[config.mk]
export PLATFORM = sky130hd
export DESIGN_NAME = icon_fetch_ctrl
export DESIGN_NICKNAME = d
export VERILOG_FILES = /design/src/rtl/exec_unit_dtypes.sv /design/src/rtl/icon_fetch_ctrl_fifo.sv /design/src/rtl/icon_fetch_ctrl.sv
export SDC_FILE = /design/constraint.sdc
export NUM_CORES = 1
export LEC_CHECK = 0
export ABC_AREA = 0
export CAP_MARGIN = 15
export CELL_PAD_IN_SITES_DETAIL_PLACEMENT = 1
export CELL_PAD_IN_SITES_GLOBAL_PLACEMENT = 1
export CORE_MARGIN = 2
export CORE_UTILIZATION = 44
export DETAILED_ROUTE_END_ITERATION = 12
export HOLD_SLACK_MARGIN = 0.02
export PLACE_DENSITY = 0.87
export RECOVER_POWER = 100
export SLEW_MARGIN = 25
export SYNTH_ARGS = -nofsm -noshare
export SYNTH_HDL_FRONTEND = slang
export SYNTH_SLANG_ARGS = --single-unit
[constraint.sdc]
create_clock -name clk -period 5.1 [get_ports clk]
set_input_delay 0.765 -clock clk [delete_from_list [all_inputs] [get_ports clk]]
set_output_delay 0.765 -clock clk [all_outputs]
set_load 0.05 [all_outputs]
[src/rtl/exec_unit_dtypes.sv]
// Shared execution-unit datatypes: icon address/channel types and the fetch-controller state encoding.
package exec_unit_dtypes;

   localparam int ICON_ADDR_WIDTH = 8;
   localparam int DATA_WIDTH      = 16;

   typedef logic [ICON_ADDR_WIDTH-1:0] type_icon_addr;

   typedef struct packed {
      type_icon_addr         addr;
      logic [DATA_WIDTH-1:0] data;
      logic                  valid;
   } type_icon_channel;

   typedef struct packed {
      logic ready;
   } type_icon_rx_channel;

   typedef enum logic [1:0] {
      IFS_IDLE,
      IFS_READ,
      IFS_WRITE
   } type_icon_fetch_state;

endpackage

[src/rtl/icon_fetch_ctrl_fifo.sv]
// Circular address FIFO for icon_fetch_ctrl. With ICON_FETCH_DUP_FILTER_EN it also
// reports, per entry, whether a live entry holds the compare address.
module icon_fetch_fifo
   import exec_unit_dtypes::*;
#(
   parameter int DEPTH = 4
) (
   input  logic                clk,
   input  logic                reset_n,
   input  logic                push,
   input  type_icon_addr       push_addr,
   input  logic                pop,
`ifdef ICON_FETCH_DUP_FILTER_EN
   input  type_icon_addr       cmp_addr,
   output logic [DEPTH-1:0]    match,
`endif
   output type_icon_addr       head_addr,
   output logic                full,
   output logic                empty
);

   localparam int PW = $clog2(DEPTH);
   localparam int CW = PW + 1;

   type_icon_addr   mem_q [DEPTH];
   type_icon_addr   mem_d [DEPTH];
   logic [PW-1:0]   wr_ptr_q, wr_ptr_d;
   logic [PW-1:0]   rd_ptr_q, rd_ptr_d;
   logic [CW-1:0]   count_q, count_d;

   always_comb begin
      mem_d    = mem_q;
      wr_ptr_d = wr_ptr_q;
      rd_ptr_d = rd_ptr_q;
      count_d  = count_q;
      if (push) begin
         mem_d[wr_ptr_q] = push_addr;
         wr_ptr_d        = wr_ptr_q + 1'b1;
      end
      if (pop) begin
         rd_ptr_d = rd_ptr_q + 1'b1;
      end
      case ({push, pop})
         2'b10:   count_d = count_q + 1'b1;
         2'b01:   count_d = count_q - 1'b1;
         default: count_d = count_q;
      endcase
   end

   always_ff @(posedge clk or negedge reset_n) begin
      if (!reset_n) begin
         for (int i = 0; i < DEPTH; i++) begin
            mem_q[i] <= '0;
         end
         wr_ptr_q <= '0;
         rd_ptr_q <= '0;
         count_q  <= '0;
      end else begin
         mem_q    <= mem_d;
         wr_ptr_q <= wr_ptr_d;
         rd_ptr_q <= rd_ptr_d;
         count_q  <= count_d;
      end
   end

   assign head_addr = mem_q[rd_ptr_q];
   assign full      = (count_q == CW'(DEPTH));
   assign empty     = (count_q == '0);

`ifdef ICON_FETCH_DUP_FILTER_EN
   // An entry is live when its distance from the read pointer is below the fill count.
   always_comb begin
      match = '0;
      for (int i = 0; i < DEPTH; i++) begin
         match[i] = ({1'b0, PW'(i) - rd_ptr_q} < count_q) && (mem_q[i] == cmp_addr);
      end
   end
`endif

endmodule

[src/rtl/icon_fetch_ctrl.sv]
// Interconnect fetch initiator: polls a producer TX buffer for queued operand addresses and
// forwards hits to the consumer write channel. Optional feature: ICON_FETCH_DUP_FILTER_EN.
//
// state     | meaning
// IFS_IDLE  | waiting for a queued request; pops the head when one is present
// IFS_READ  | strobing rd_ready for cur_addr until rd_valid or the poll limit
// IFS_WRITE | presenting {cur_addr, data_q} on wr until wr_rx.ready
module icon_fetch_ctrl
   import exec_unit_dtypes::*;
#(
   parameter int REQ_DEPTH = 4,
   parameter int MAX_POLL  = 15
) (
   input  logic                  clk,
   input  logic                  reset_n,
   input  logic                  req_valid,
   output logic                  req_ready,
   input  type_icon_addr         req_addr,
   output type_icon_addr         rd_addr,
   output logic                  rd_ready,
   input  logic [DATA_WIDTH-1:0] rd_data,
   input  logic                  rd_valid,
   output type_icon_channel      wr,
   input  type_icon_rx_channel   wr_rx,
   output logic                  busy,
   output logic                  timeout,
   output logic                  dup_drop
);

   localparam int              PCW       = $clog2(MAX_POLL + 1);
   localparam logic [PCW-1:0]  POLL_LAST = PCW'(MAX_POLL);

   type_icon_fetch_state  state_q, state_d;
   logic [PCW-1:0]        poll_q, poll_d;
   type_icon_addr         cur_addr_q, cur_addr_d;
   logic [DATA_WIDTH-1:0] data_q, data_d;

   logic          fifo_push, fifo_pop, fifo_full, fifo_empty;
   type_icon_addr fifo_push_addr, fifo_head;
   logic          requeue_now, req_fire, is_dup;

`ifdef ICON_FETCH_DUP_FILTER_EN
   logic [REQ_DEPTH-1:0] fifo_match;
   assign is_dup   = (|fifo_match) | ((state_q != IFS_IDLE) & (cur_addr_q == req_addr));
   assign dup_drop = req_fire & is_dup;
`else
   assign is_dup   = 1'b0;
   assign dup_drop = 1'b0;
`endif

   // Requeue owns the FIFO write port for its cycle, so the external request is stalled.
   assign requeue_now    = (state_q == IFS_READ) & ~rd_valid & (poll_q == POLL_LAST) & ~fifo_full;
   assign req_ready      = ~fifo_full & ~requeue_now;
   assign req_fire       = req_valid & req_ready;
   assign fifo_push      = (req_fire & ~is_dup) | requeue_now;
   assign fifo_push_addr = requeue_now ? cur_addr_q : req_addr;
   assign fifo_pop       = (state_q == IFS_IDLE) & ~fifo_empty;
   assign timeout        = requeue_now;
   assign busy           = (state_q != IFS_IDLE) | ~fifo_empty;

   icon_fetch_fifo #(
      .DEPTH (REQ_DEPTH)
   ) u_fifo (
      .clk       (clk),
      .reset_n   (reset_n),
      .push      (fifo_push),
      .push_addr (fifo_push_addr),
      .pop       (fifo_pop),
`ifdef ICON_FETCH_DUP_FILTER_EN
      .cmp_addr  (req_addr),
      .match     (fifo_match),
`endif
      .head_addr (fifo_head),
      .full      (fifo_full),
      .empty     (fifo_empty)
   );

   always_comb begin
      state_d    = state_q;
      poll_d     = poll_q;
      cur_addr_d = cur_addr_q;
      data_d     = data_q;
      rd_ready   = 1'b0;
      rd_addr    = '0;
      wr         = '0;
      unique case (state_q)
         IFS_IDLE: begin
            if (!fifo_empty) begin
               cur_addr_d = fifo_head;
               poll_d     = '0;
               state_d    = IFS_READ;
            end
         end
         IFS_READ: begin
            rd_ready = 1'b1;
            rd_addr  = cur_addr_q;
            if (rd_valid) begin
               data_d  = rd_data;
               state_d = IFS_WRITE;
            end else if (poll_q != POLL_LAST) begin
               poll_d = poll_q + 1'b1;
            end else if (!fifo_full) begin
               state_d = IFS_IDLE;
            end else begin
               // Nowhere to requeue: restart the poll window on the same address.
               poll_d = '0;
            end
         end
         IFS_WRITE: begin
            wr.valid = 1'b1;
            wr.addr  = cur_addr_q;
            wr.data  = data_q;
            if (wr_rx.ready) begin
               state_d = IFS_IDLE;
            end
         end
         default: state_d = IFS_IDLE;
      endcase
   end

   always_ff @(posedge clk or negedge reset_n) begin
      if (!reset_n) begin
         state_q    <= IFS_IDLE;
         poll_q     <= '0;
         cur_addr_q <= '0;
         data_q     <= '0;
      end else begin
         state_q    <= state_d;
         poll_q     <= poll_d;
         cur_addr_q <= cur_addr_d;
         data_q     <= data_d;
      end
   end

endmodule

==> flow_summary_export.csv, run 1 <==
group,metric,value,unit
pwr,p_leak,1.81,nW
critical_path,r2r_cells,4,
die,dieArea,0.00810,mm2
synth,netlist_area,0.00325,mm2
synth,synthArstFlopShare,1.00,
hold_path,hold_path.class,"register to register",
route,via_per_inst,5.53,
critical_path,cp.arrival,3.46,ns
sta,fin_crit,4.23,ns
clock_tree,ctsHoldBuffers,0,
sta,slew_violations,0,
global_routing,grt_max_degree,70,
synth,synth_flop_cell,"dfrtp_1",
synth,ys_ff_latch,69,
final_layout,num-nets-final,361,
route,vias,2371,
synth,synth.avg_cell_area,12.7,um2
die,die_w,90,um
clock_tree,cts.htree.levels,3,
die,core-area,0.00721,mm2
synth,netlist_top_cells_area,"dfrtp_1, mux2_2, a2bb2oi_1, and2_1, mux4_2",
global_routing,grt_pass1_wl,14600,um
clock_tree,clock_path_buffers,2,
placed_design,hpwl,6150,um
final_layout,seq_area,0.00173,mm2
clock_tree,cts_root_buf,"clkbuf_8",
clock_tree,cts_resized,0,
synth,synth_top_area_share,0.531,
placed_design,place_congestion,0.774,
clock_tree,path_clk_slew,0.07,ns
route,wl_per_cell,20.5,um
critical_path,worstSetupEndpointType,"primary output",
route,dr.pass1.iters,4,
hold_path,hold_depth,1,
sta,hold_violations,0,
die,rows,31,
sta,finalSetupViolCount,0,
final_layout,utilization,0.576,
final_layout,antennaDiodeCount,0,
global_routing,grt_overflow,0,
final_layout,synthToLayoutAreaGrowth,27.8,%
clock_tree,cts_tree,"done",
synth,syn_nets,292,
global_routing,track_usage,0.234,
pwr,ir_worst_vdd,0.000212,V
pwr,power.density,710,mW/mm2
sta,fin_setup_tns,0,ns
clock_tree,clk_latency,0.36,ns
critical_path,critical_path_class,"input port to primary output",
global_routing,antenna_found_initial,0,
sta,tightest_slew,1.21,ns
status,outcome,"completed",
sta,post-route-period-util,0.829,
final_layout,multi_input_area,0.00139,mm2
global_routing,grt_pass1_vias,2698,
final_layout,drive_above_1_share,0.164,
clock_tree,postCtsSetupRepairBufs,0,
die,dieHeight,90,um
die,io_pins,67,
sta,max_slew_margin,0.184,
route,ant_nets,0,
sta,rsz0062_at_grt,"no",
sta,fmax,237,MHz
critical_path,startpoint_type,"input port",
critical_path,cp_data_required_time,4.34,ns
synth,yosysSeqAreaShare,0.531,
synth,yosysWarnings,0,
job,maxCapViolCount,0,
placed_design,io_buffers,65,
synth,yosysTopAreaCell,"dfrtp_1",
synth,syn_inst,256,
synth,synth_cell_types,35,
critical_path,cp_max_fo,9,
clock_tree,cts_made_buffers,9,
clock_tree,cts_sinks,69,
final_layout,fillCellCount,767,
route,drc,0,
route,drt_iter0_markers,126,
synth,synth_edf_count,0,
route,routed_wl,8780,um
sta,finalClockSkew,0.0133,ns
die,start_util,0.451,
## Yosys cell counts, types with 4 or more instances
cell type / count
dfrtp_1: 69
a2bb2oi_1: 32
and2_1: 32
mux2_2: 25
inv_1: 14
o22ai_1: 9
mux4_2: 8
nor2_1: 8
ha_1: 6
buf_2: 5
nand2_1: 4
nand3_1: 4
nor3_2: 4
## logic make-up after synthesis
family          after synthesis  share of synthesized area
flops                        69                      0.531
simple gates                 64                      0.120
compound gates               50                      0.124
mux                          35                      0.148
buf+inv                      24                     0.0308
fa+ha+maj                     7                     0.0292
xor+xnor                      6                     0.0162
other cells                   1                    0.00115
## placed cells by master, fill, tap and decap left out, drive strengths merged, types with 3 or more instances in the layout
cell            n
buf             3
mux2           25
xor2            3
clkinvlp        3
inv            14
nor3            7
clkbuf         11
o21ai           3
mux4            8
and2           32
clkdlybuf4s50  26
dlygate4sd3    38
nand2           5
a2bb2oi        32
xnor2           3
ha              6
nand3           4
dfrtp          69
nor2            8
o22ai           9
## flip-flops by register name (all words and copies together) (netlist names)
| name | cells |
|---|---|
| data_q | 16 |
| state_q | 2 |
| u_fifo.count_q | 3 |
| u_fifo.mem_q | 32 |
| u_fifo.wr_ptr_q | 2 |
| poll_q | 4 |
| u_fifo.rd_ptr_q | 2 |
| cur_addr_q | 8 |
## worst paths after layout
check                                  startpoint                              to  slack, ns
min in group asynchronous                 reset_n    u_fifo.mem_q[21]$_DFFE_PN0P_       0.60
setup / recovery                         rd_valid                         timeout       0.87
setup reg to reg           state_q[0]$_DFFE_PN0P_    u_fifo.mem_q[21]$_DFFE_PN0P_       2.38
max in group asynchronous                 reset_n  u_fifo.wr_ptr_q[0]$_DFFE_PN0P_       3.91
hold reg to reg             data_q[1]$_DFFE_PN0P_           data_q[1]$_DFFE_PN0P_       0.50
hold / removal              data_q[1]$_DFFE_PN0P_           data_q[1]$_DFFE_PN0P_       0.50
## through the flow
stage                     hold slack [ns]  power, mW  cell area, um2  setup slack [ns]  std cells
after floorplan                     0.469       2.08            3250              2.42        256
after global placement              0.478       2.46            4000              1.50        413
after detailed placement            0.486       2.57            4000              1.35        413
after CTS                           0.504       3.03            4200              1.35        429
after global routing                0.514       3.13            4160             0.749        429
final                               0.500       2.95            4160             0.874        429
## where the power goes
group	total, mW	leakage [nW]	internal, mW	switching (mW)
clock	0.450	0.0943	0.237	0.213
sequential	1.04	0.791	0.820	0.220
combinational	1.46	0.925	0.637	0.822
## worst max-delay path: stages
cell           delay, ns
dlygate4sd3_1       0.60
nor3b_1             0.62
nand2_1             0.42
nor2_1              0.16
dlygate4sd3_1       0.89
## routing by layer
layer  routed length, um  GRT usage
met5                   0          0
met4                 172     0.0962
met3                 336     0.0444
met2                4490      0.407
met1                3780      0.285
## area by class of cell
cell class	count	share of cell area
clock buffers	10	0.0331
clock inverters	6	0.0150
inverters	14	0.0126
multi-input cells	163	0.334
flip-flops and latches	69	0.415
well taps	99	0.0298
repair buffers	68	0.160
Note: power is estimated with default switching activity, not from simulation.
==> run 2: changes to the inputs <==
CORE_UTILIZATION = 41   (was 44)
PLACE_DENSITY = 0.82   (was 0.87)
clock period = 4.4 ns   (was 5.1 ns; I/O delays follow)
==> run 2 against run 1 <==
  * The run now ends with max-capacitance violations, max-slew violations left
  * Combinational power up 15%
  * Sequential power up 14%
  * Flip-flop and latch count did not move
  * Final cell count rose by 0.70%
  * Utilization is 2.8 points lower
  * Highest routed layer unchanged
  * Via count down 1.9%
  * Design area up 2.0%
  * Worst setup slack lost 0.061 ns
  * Die area up 7.0%
  * Total power increased by 21%
  * Critical endpoint unchanged
==> flow_summary_export.csv, run 2 (synthesis results as in run 1) <==
group,metric,value,unit
die,dieHeight,93.1,um
sta,rsz0062_at_grt,"no",
status,failed_checks,"max-capacitance violations, max-slew violations",
sta,setup_ws,0.813,ns
die,start_util,0.421,
die,core-area,0.00773,mm2
final_layout,drive_above_1_share,0.161,
critical_path,cp_max_fo,9,
route,drc,0,
clock_tree,cts_tree,"done",
final_layout,final_cell_mix,"dfrtp_1, dlygate4sd3_1, and2_1, a2bb2oi_1, clkdlybuf4s50_1",
die,die_w,93.1,um
final_layout,num-nets-final,361,
clock_tree,clock_path_buffers,2,
clock_tree,postCtsSetupRepairBufs,0,
sta,fin_crit,3.59,ns
clock_tree,path_clk_slew,0.08,ns
critical_path,cp_data_required_time,3.74,ns
sta,slew_violations,43,
sta,holdWs,0.500,ns
placed_design,io_buffers,65,
clock_tree,ctsHoldBuffers,0,
final_layout,mostFrequentLayoutCell,"dfrtp_1",
job,maxCapViolCount,2,
sta,finalClockSkew,0.0118,ns
route,vias,2327,
clock_tree,cts.htree.levels,3,
global_routing,antenna_found_initial,0,
die,rows,32,
critical_path,cp.arrival,2.93,ns
sta,fin_setup_tns,0,ns
route,via_per_inst,5.39,
clock_tree,cts_sinks,69,
clock_tree,cts_resized,0,
sta,tightest_slew,2.22,ns
route,ant_nets,0,
route,wl_met3,335,um
die,dieArea,0.00867,mm2
final_layout,fillCellCount,795,
global_routing,track_usage,0.201,
clock_tree,clk_latency,0.35,ns
route,dr.max_layer_used,"met4",
final_layout,largest_reg_flops,32,
placed_design,place_congestion,0.773,
pwr,power.density,840,mW/mm2
route,wl_per_cell,18.6,um
global_routing,grt_pass1_vias,2513,
route,routed_wl,8060,um
pwr,p_leak,1.85,nW
final_layout,antennaDiodeCount,0,
final_layout,utilization,0.549,
hold_path,hold_path.class,"register to register",
placed_design,hpwl,5440,um
sta,finalSetupViolCount,0,
sta,hold_violations,0,
final_layout,largest_register,"u_fifo.mem_q",
route,dr.pass1.iters,4,
clock_tree,cts_root_buf,"clkbuf_8",
sta,max_slew_margin,-0.478,
sta,post-route-period-util,0.815,
status,outcome,"finished, violations left",
clock_tree,cts_made_buffers,9,
final_layout,reg.largest.list,"u_fifo.mem_q x32, data_q x16, cur_addr_q x8",
final_layout,synthToLayoutAreaGrowth,30.3,%
route,detail_route.wirelength.met1,3510,um
placed_design,dp_worst_setup_slack,0.929,ns
pwr,ir_worst_vdd,0.000252,V
route,drt_iter0_markers,95,
critical_path,critical_path_class,"input port to primary output",
sta,fmax,279,MHz
global_routing,grt_overflow,0,
die,io_pins,67,
global_routing,grt_pass1_wl,13200,um
global_routing,grt_max_degree,43,
route,met2_length,4060,um
critical_path,startpoint_type,"input port",
critical_path,worstSetupEndpointType,"primary output",
==> run 2: cell type report <==
type                       instances  area (um2)  share of cell area
sequential                        69        1730               0.407
timing repair buffer              68         659               0.156
clock inverter                     6         134              0.0316
clock buffer                      10         138              0.0325
inverter                          14        52.6              0.0124
multi-input combinational        163        1400               0.331
tap                              102         128              0.0301
==> run 2: metrics by stage <==
stage          power, mW  std cells  area [um2]
6_report            3.56        432        4240
5_1_grt             3.76        432        4240
4_1_cts             3.65        432        4270
3_5_place_dp        2.93        416        4000
3_3_place_gp        2.86        416        4000
2_1_floorplan       2.42        256        3250
==> run 2: routing by layer <==
layer  up-vias  track usage
li1       1062            -
met1      1190        0.256
met2        64        0.339
met3        11       0.0338
met4         0       0.0833
met5         -            0
==> run 2: critical path, cell delays in order <==
cell	delay, ns
dlygate4sd3_1	0.61
nor3b_4	0.32
nand2_1	0.30
nor2_1	0.15
dlygate4sd3_1	0.89
==> run 2: power breakdown <==
| part | internal, mW | leakage [nW] | switching (mW) |
|---|---|---|---|
| logic | 0.742 | 0.923 | 0.933 |
| clock network | 0.449 | 0.136 | 0.247 |
| registers | 0.950 | 0.791 | 0.237 |
| total | 2.14 | 1.85 | 1.42 |
==> run 2: worst paths after layout <==
path,startpoint,endpoint,cells after the start,slack (ns)
max,rd_valid,timeout,5,0.81
min,data_q[9]$_DFFE_PN0P_,data_q[9]$_DFFE_PN0P_,1,0.50
max reg2reg,poll_q[0]$_DFFE_PN0P_,u_fifo.count_q[2]$_DFFE_PN0P_,11,1.77
min reg2reg,data_q[9]$_DFFE_PN0P_,data_q[9]$_DFFE_PN0P_,1,0.50
max in group asynchronous,reset_n,u_fifo.count_q[0]$_DFFE_PN0P_,2,1.20
min in group asynchronous,reset_n,data_q[11]$_DFFE_PN0P_,1,0.94
==> run 3: changes to the inputs <==
CORE_UTILIZATION = 37   (was 41)
PLACE_DENSITY = 0.78   (was 0.82)
clock period = 3.1 ns   (was 4.4 ns; I/O delays follow)
==> run 3 against run 2 <==
  * The run still ends with max-capacitance violations, max-slew violations left
  * Critical endpoint is now rd_addr[1]
  * Clock power rose by 15%
  * Via count rose by 1.5%
  * Worst setup slack got worse by 0.62 ns
  * Design area fell by 1.9%
  * Hold slack got worse by 0.024 ns
  * Combinational power rose by 42%
  * Clock skew fell by 0.0023 ns
  * Utilization fell by 6.7 points
  * Sequential share of layout area rose by 0.78 points
  * Critical path depth fell by 1
==> flow_summary_export.csv, run 3 (synthesis results as in run 1) <==
group,metric,value,unit
clock_tree,cts_resized,0,
pwr,p_leak,1.77,nW
global_routing,busiest_layer,"met2",
global_routing,grt_overflow,0,
clock_tree,cts_tree,"done",
die,rows,34,
sta,slew_violations,68,
clock_tree,cts_made_buffers,9,
sta,finalSetupViolCount,0,
route,drc,0,
job,maxCapViolCount,2,
route,vias,2362,
pwr,ir_worst_vdd,0.000258,V
final_layout,largest_reg_flops,32,
final_layout,utilization,0.482,
critical_path,r2r_start,"poll_q[0]$_DFFE_PN0P_",
hold_path,hold_path.class,"input port to async pin",
pwr,p_total,4.87,mW
critical_path,slowest_stage,"dlygate4sd3_1",
sta,post-route-period-util,0.938,
sta,max_slew_margin,-0.311,
route,drt_iter0_markers,69,
global_routing,grtUsageMet1,0.233,
critical_path,crit_start,"state_q[1]$_DFFE_PN0P_",
final_layout,num-nets-final,364,
clock_tree,cts_root_buf,"clkbuf_8",
placed_design,place_congestion,0.801,
clock_tree,path_clk_slew,0.08,ns
final_layout,mostFrequentLayoutCell,"dfrtp_1",
critical_path,cp_max_fo,12,
die,dieHeight,97.8,um
die,io_pins,67,
critical_path,r2r_slack,0.35,ns
clock_tree,cts_sinks,69,
die,die_w,97.8,um
sta,fin_crit,2.91,ns
global_routing,grt_pass1_vias,2582,
final_layout,synthToLayoutAreaGrowth,27.8,%
sta,fmax,344,MHz
pwr,power.density,1170,mW/mm2
global_routing,track_usage,0.180,
critical_path,cp_data_required_time,2.63,ns
route,wl_per_cell,18.7,um
sta,fin_setup_tns,0,ns
clock_tree,clock_path_buffers,2,
critical_path,cp.arrival,2.44,ns
critical_path,crit_path_cell_trace,"nand2b_1, inv_1, and2_1, dlygate4sd3_1",
final_layout,largest_register,"u_fifo.mem_q",
placed_design,dp_worst_setup_slack,0.278,ns
sta,tightest_slew,1.97,ns
global_routing,grt_max_degree,38,
global_routing,antenna_found_initial,0,
clock_tree,cts.htree.levels,3,
sta,hold_violations,0,
final_layout,drive_above_1_share,0.241,
final_layout,reg.largest.list,"u_fifo.mem_q x32, data_q x16, cur_addr_q x8",
die,dieArea,0.00956,mm2
global_routing,met2_usage,0.309,
route,routed_wl,8250,um
route,ant_nets,0,
critical_path,r2r_cells,11,
critical_path,regToRegEndpoint,"u_fifo.count_q[2]$_DFFE_PN0P_",
die,core-area,0.00864,mm2
critical_path,critical_path_class,"register to primary output",
final_layout,antennaDiodeCount,0,
sta,rsz0062_at_grt,"no",
sta,finalClockSkew,0.00954,ns
global_routing,grt_pass1_wl,13600,um
route,dr.pass1.iters,4,
final_layout,final_cell_mix,"dfrtp_1, a2bb2oi_1, clkdlybuf4s50_1, mux2_2, buf_4",
global_routing,grtUsageMet3,0.0229,
sta,setup_ws,0.192,ns
critical_path,slowest_delay,0.87,ns
placed_design,io_buffers,65,
placed_design,hpwl,5660,um
status,outcome,"finished, violations left",
die,start_util,0.377,
clock_tree,clk_latency,0.34,ns
route,via_per_inst,5.37,
status,failed_checks,"max-capacitance violations, max-slew violations",
critical_path,startpoint_type,"register",
critical_path,worstSetupEndpointType,"primary output",
==> run 3: final cells by class <==
| type | instances | area, um2 |
|---|---|---|
| tap | 108 | 135 |
| fill | 916 | 4480 |
| multi-input combinational | 163 | 1420 |
| clock buffer | 9 | 124 |
| inverter | 14 | 52.6 |
| clock inverter | 6 | 88.8 |
| sequential | 69 | 1730 |
| timing repair buffer | 71 | 616 |
==> run 3: worst max path at each step <==
| stage | end | slack (ns) | cells past startpoint |
|---|---|---|---|
| after floorplan | u_fifo.count_q[2]$_DFFE_PN0P_ | 0.79 | 11 |
| after global placement | u_fifo.count_q[2]$_DFFE_PN0P_ | 0.36 | 11 |
| after detailed placement | u_fifo.count_q[2]$_DFFE_PN0P_ | 0.28 | 11 |
| after CTS | rd_addr[5] | 0.20 | 4 |
| after global routing | u_fifo.mem_q[6]$_DFFE_PN0P_ | 0.07 | 3 |
| final | rd_addr[1] | 0.19 | 4 |
==> run 3: metal layers <==
metal	wire (um)	vias up
met2	4120	66
met3	330	11
li1	-	1063
met5	0	-
met4	123	0
met1	3670	1222
==> run 3: what timing repair did <==
item                      in CTS  in global routing
hold endpoints to repair       3                  0
hold buffers                   1                  0
buffers inserted               0                  0
==> run 3: worst max-delay path: cells and delay by family (launching register included) <==
kind	cells	cell delay [ns]
buf+inv	2	1.20
flops	1	0.46
simple gates	2	0.44
==> run 3: power breakdown <==
group          switching [mW]  internal [mW]
combinational            1.34           1.04
clock                   0.351          0.448
sequential              0.340           1.35
==> run 3: metrics by stage <==
stage | instance area [um2] | instances | hold WS (ns)
after CTS | 4200 | 440 | 0.453
after global routing | 4160 | 440 | 0.515
final | 4160 | 440 | 0.476
after detailed placement | 3970 | 424 | 0.279
after global placement | 3970 | 424 | 0.277
after floorplan | 3250 | 256 | 0.169
